--- src/rtl/datapath_pkg.sv ---
// Shared datapath constants and the instruction-loader state type.
package datapath_pkg;
  localparam int ADDR_W = 12;
  localparam int INST_W = 19;

  typedef enum logic [3:0] {
    S_IDLE, S_LEN_LO, S_LEN_HI, S_B0, S_B1, S_B2, S_WRITE, S_TRAIL, S_DONE, S_ERR
  } ld_state_t;
endpackage

--- src/rtl/inst_word_packer.sv ---
// Collects B0/B1/B2 of one instruction word and flags a B2 with nonzero upper bits.
module inst_word_packer (
  input  logic                          clk,
  input  logic                          reset,
  input  logic                          shift,
  input  logic                          last,
  input  logic [7:0]                    din,
  output logic [datapath_pkg::INST_W-1:0] word,
  output logic                          fmt_err
);
  logic [15:0] lo;
  logic [2:0]  hi;

  // B0 and B1 shift into lo; only the three live bits of B2 are kept.
  always_ff @(posedge clk) begin
    if (!reset) begin
      lo <= '0;
      hi <= '0;
    end else if (shift) begin
      if (last) hi <= din[2:0];
      else      lo <= {din, lo[15:8]};
    end
  end

  assign word    = {hi, lo};
  assign fmt_err = |din[7:3];
endmodule

--- src/rtl/inst_mem_loader.sv ---
// Streams length-prefixed 3-byte instruction words into instruction memory and
// holds the core in reset until a load succeeds. Trailer checksum: INST_LOADER_CHECKSUM_EN.
module inst_mem_loader #(
  parameter int ADDR_W = datapath_pkg::ADDR_W,
  parameter int INST_W = datapath_pkg::INST_W,
  parameter int DEPTH  = 4096
) (
  input  logic              clk,
  input  logic              reset,
  input  logic              start,
  input  logic              byte_valid,
  input  logic [7:0]        byte_data,
  output logic              byte_ready,
  output logic              imem_we,
  output logic [ADDR_W-1:0] imem_waddr,
  output logic [INST_W-1:0] imem_wdata,
  output logic              cpu_reset,
  output logic              busy,
  output logic              done,
  output logic              err,
  output logic [ADDR_W:0]   word_count
);
  import datapath_pkg::*;

  localparam logic [16:0] DEPTH_L = 17'(DEPTH);

  ld_state_t   state, state_nx;
  logic [7:0]  len_lo;
  logic [15:0] n_words;
  logic [ADDR_W:0] cnt;
  logic        xfer, start_ok, fmt_err, trail_ok;
  logic [15:0] len_in;
  logic [INST_W-1:0] word;

  assign xfer     = byte_valid && byte_ready;
  assign start_ok = start && (state == S_IDLE || state == S_DONE || state == S_ERR);
  assign len_in   = {byte_data, len_lo};

  always_ff @(posedge clk) begin
    if (!reset) state <= S_IDLE;
    else        state <= state_nx;
  end

  always_comb begin
    state_nx   = state;
    byte_ready = 1'b0;
    case (state)
      S_IDLE, S_DONE, S_ERR: if (start) state_nx = S_LEN_LO;
      S_LEN_LO: begin
        byte_ready = 1'b1;
        if (byte_valid) state_nx = S_LEN_HI;
      end
      S_LEN_HI: begin
        byte_ready = 1'b1;
        if (byte_valid) begin
          if ({1'b0, len_in} > DEPTH_L) state_nx = S_ERR;
          else if (len_in == 16'd0)     state_nx = S_TRAIL;
          else                          state_nx = S_B0;
        end
      end
      S_B0: begin
        byte_ready = 1'b1;
        if (byte_valid) state_nx = S_B1;
      end
      S_B1: begin
        byte_ready = 1'b1;
        if (byte_valid) state_nx = S_B2;
      end
      S_B2: begin
        byte_ready = 1'b1;
        if (byte_valid) state_nx = fmt_err ? S_ERR : S_WRITE;
      end
      S_WRITE: state_nx = (17'(cnt) + 17'd1 == {1'b0, n_words}) ? S_TRAIL : S_B0;
      S_TRAIL: begin
        byte_ready = 1'b1;
        if (byte_valid) state_nx = trail_ok ? S_DONE : S_ERR;
      end
      default: state_nx = S_IDLE;
    endcase
  end

  always_ff @(posedge clk) begin
    if (!reset) begin
      cnt     <= '0;
      len_lo  <= '0;
      n_words <= '0;
    end else begin
      if (start_ok)              cnt <= '0;
      else if (state == S_WRITE) cnt <= cnt + 1'b1;
      if (state == S_LEN_LO && xfer) len_lo  <= byte_data;
      if (state == S_LEN_HI && xfer) n_words <= len_in;
    end
  end

`ifdef INST_LOADER_CHECKSUM_EN
  logic [7:0] csum;
  // Covers length and payload; the trailer itself is what gets compared.
  always_ff @(posedge clk) begin
    if (!reset)                        csum <= '0;
    else if (start_ok)                 csum <= '0;
    else if (xfer && state != S_TRAIL) csum <= csum ^ byte_data;
  end
  assign trail_ok = (byte_data == csum);
`else
  assign trail_ok = 1'b1;
`endif

  inst_word_packer u_packer (
    .clk     (clk),
    .reset   (reset),
    .shift   (xfer && (state == S_B0 || state == S_B1 || state == S_B2)),
    .last    (state == S_B2),
    .din     (byte_data),
    .word    (word),
    .fmt_err (fmt_err)
  );

  assign imem_we    = (state == S_WRITE);
  assign imem_waddr = cnt[ADDR_W-1:0];
  assign imem_wdata = word;
  assign word_count = cnt;
  assign busy       = (state == S_LEN_LO || state == S_LEN_HI || state == S_B0 ||
                       state == S_B1 || state == S_B2 || state == S_WRITE || state == S_TRAIL);
  assign done       = (state == S_DONE);
  assign err        = (state == S_ERR);
  assign cpu_reset  = (state != S_DONE);
endmodule

--- config.mk ---
export PLATFORM = sky130hd
export DESIGN_NAME = inst_mem_loader
export DESIGN_NICKNAME = d
export VERILOG_FILES = /design/src/rtl/datapath_pkg.sv /design/src/rtl/inst_word_packer.sv /design/src/rtl/inst_mem_loader.sv
export SDC_FILE = /design/constraint.sdc
export NUM_CORES = 1
export LEC_CHECK = 0
export ABC_CLOCK_PERIOD_IN_PS = 3100
export CORE_ASPECT_RATIO = 2
export CORE_UTILIZATION = 52
export CTS_CLUSTER_DIAMETER = 80
export DETAILED_ROUTE_END_ITERATION = 8
export PLACE_DENSITY = 0.77
export SYNTH_ARGS = -nofsm -noshare
export SYNTH_HDL_FRONTEND = slang
export SYNTH_SLANG_ARGS = --single-unit
export TNS_END_PERCENT = 50
--- constraint.sdc ---
create_clock -name clk -period 3.1 [get_ports clk]
set_clock_uncertainty 0.2 [all_clocks]
set_input_delay 0.775 -clock clk [delete_from_list [all_inputs] [get_ports clk]]
set_output_delay 0.775 -clock clk [all_outputs]
set_load 0.01 [all_outputs]
==> key figures <==
Status
  • Status: finished, violations left
  • Violated checks: DRC

Detailed routing
  • Routed Antenna Nets: 0
  • Via count: 2765
  • Drt total wl: approximately 7.4 mm
  • Initial DRC Count: roughly 120
  • Pre-antenna DRT Iters: 6
  • Via-per-instance ratio: 5.54
  • Number of remaining DRC errors: 8
  • Drt wl/cell: around 15 µm

Layout
  • Most common cell after layout, fill and taps aside: nand2_1
  • # diodes: 0
  • Share of post-route cells with drive strength above 1: 7.99%
  • Area growth syn-to-layout: 28.8%
  • Most frequent cells in the layout: nand2_1 (79), clkdlybuf4s50_1 (61), dfxtp_1 (60)
  • Final net count: about 450

Critical path
  • Worst setup SP type: register
  • Worst setup EP type: output port
  • Crit Path Max Fanout: 12
  • Crit path buffers/inverters: 2
  • CP required: ~2.1 ns
  • Worst path cell trace: nand2b_4 > or3_1 > clkinv_8 > clkdlybuf4s50_1
  • Critical path class: register to output port
  • Slowest-stage cell, CP: dfxtp_1
  • Worst path top cell family by delay: buffers and inverters
  • Worst EP arrival: 2.05 ns
  • CP max stage delay: 0.57 ns

Clocking
  • Clock transition at path regs: 0.05 ns
  • CTS Hold Buffers Added: 0
  • CTS tree: done
  • Number of post-CTS setup repair buffers: 0
  • Clk Latency, worst-skew pair: about 0.32 ns
  • Clock buffer depth: 2
  • CTS root buf: clkbuf_16
  • Clk sinks: 60
  • TritonCTS buffer count: 9
  • Htree depth: 3
  • Post-CTS sizing: 0

Synthesis
  • Synthesis-stage register bit count: 60
  • Post-synthesis cell type count: between 40 and 50
  • Yosys top cell area share: between 30% and 40%
  • Mapped cell area: 0.00312 mm²
  • Post-synthesis average cell area: 8.06 µm²
  • Post-synth EDFFs: 0
  • Mapped Cells: 387
  • Area contributors post-synth: dfxtp_1 (39%), nand2_1 (9.5%), a21boi_0 (7.9%), mux2i_1 (4.5%), xnor2_1 (4.5%)
  • Largest area contributor in the netlist: dfxtp_1
  • Synth async-reset ratio: 0%
  • Warnings, synthesis: 0
  • Seq/Total Area, Yosys: between 30 and 40%
  • Most common flop cell mapped by yosys: dfxtp_1
  • Syn Nets: 400

Global route
  • Largest net degree at the start of global routing: 48
  • Initial antenna violation count: 0
  • GRT Residual Overflow: 0
  • Total track usage: 24.9%
  • Vias in the first global route: 2739
  • First-pass GRT wire length: 12.4 mm

STA
  • Hold Violations, Final: 0
  • Hold_ws: approximately 0.26 ns
  • Crit share post-route: 97.5%
  • Setup-failing EPs final: 0
  • Max Slew Vio Count: 0
  • Fin worst setup slack: 0.0784 ns
  • Fmax: approximately 330 MHz
  • RSZ-0062 raised after global routing: no
  • Worst-margin pin slew: 0.531 ns
  • Period minus WS final: 3.02 ns
  • Final setup TNS: 0 ns
  • Slew margin rel.: 64.5%

Die
  • Die area: 0.00633 mm²
  • Initial core utilization: 54.2%
  • Die Span Y: 112 µm
  • Row count: 39
  • Io pins: 62
  • Core area: 0.00576 mm²
  • Die width: 56.8 µm

Placed design
  • DP Worst Slack: 0.244 ns
  • Placer Congestion: 0.891
  • PortBufs: 61
  • Detailed placement HPWL: 5.44 mm

Worst hold path
  • HP Class: register to register

Pwr
  • Worst vdd ir: roughly 470 µV
  • PD cells: 636 mW/mm²
  • Leakage: 1.39 nW

Run
  • MaxCap Viol Count: 0
-- report_power, final --
| part | switching, mW | internal [mW] |
|---|---|---|
| Combinational | 0.308 | 0.258 |
| Sequential | 0.0565 | 0.832 |
| Clock | 0.333 | 0.766 |
| Total | 0.698 | 1.86 |
-- stage by stage --
step / utilization [%] / std cells / power, mW / instance area [µm²]
floorplan: - / 387 / 1.27 / 3120
global placement: 64.0 / 483 / 1.46 / 3680
detailed placement: 64.0 / 483 / 1.47 / 3680
CTS: 69.8 / 499 / 2.57 / 4020
global route: 69.8 / 499 / 2.67 / 4020
finish: 69.8 / 499 / 2.55 / 4020
-- worst register-to-register path, stage by stage, from the launching register on --
cell       delay, ns
dfxtp_1         0.51
ha_1            0.33
nand3_1         0.28
nor2_1          0.35
nand2_1         0.12
a2111oi_2       0.38
o2111ai_1       0.16
o31ai_1         0.26
-- cells by family (layout without fill, tap and decap cells) --
| kind of cell | Yosys count | in the layout | share of synthesized area [%] |
|---|---|---|---|
| buffers and inverters | 41 | 92 | 7.38 |
| AND/OR/NAND/NOR | 177 | 177 | 26.6 |
| XOR/XNOR | 25 | 25 | 7.02 |
| multiplexers | 16 | 16 | 5.21 |
| AO/OA/AOI/OAI | 67 | 67 | 14.9 |
| adder cells (fa/ha/maj) | 1 | 1 | 0.401 |
| flip-flops | 60 | 60 | 38.5 |
-- flip-flops by register name (all words and copies together) (netlist names) --
| name | count |
|---|---|
| len_lo | 8 |
| u_packer.hi | 3 |
| word_count | 13 |
| state | 4 |
| u_packer.lo | 16 |
| n_words | 16 |
-- synthesized netlist by cell type, types with 5 or more instances --
master	instances
a21boi_0	33
a21oi_1	8
buf_4	12
clkbuf_1	19
dfxtp_1	60
mux2i_1	14
nand2_1	79
nand3_1	10
nor2_1	30
nor2b_1	16
nor3_1	10
o21ai_0	13
or3_1	5
xnor2_1	16
xor2_1	9
-- worst paths after layout --
kind,start,end,slack (ns),depth (start not counted)
max,state[1],imem_we,0.08,4
min,u_packer.lo[1],u_packer.lo[1],0.26,2
max reg2reg,word_count[0],state[2],0.43,7
min reg2reg,u_packer.lo[1],u_packer.lo[1],0.26,2
-- area by class of cell --
type | instances | area, µm²
Fill cell | 472 | 1740
Multi-Input combinational cell | 286 | 1690
Sequential cell | 60 | 1200
Timing Repair Buffer | 71 | 686
Clock buffer | 12 | 267
Tap cell | 61 | 76.3
Clock inverter | 4 | 70.1
Inverter | 5 | 31.3
-- metal layers --
layer | global-route usage, % | wire [µm] | vias to the layer above
li1 | - | - | 1381
met1 | 25.5 | 2770 | 1284
met2 | 45.8 | 4100 | 75
met3 | 4.30 | 234 | 25
met4 | 14.8 | 329 | 0
met5 | 0 | 0 | -
(Power assumes the default switching activity.)
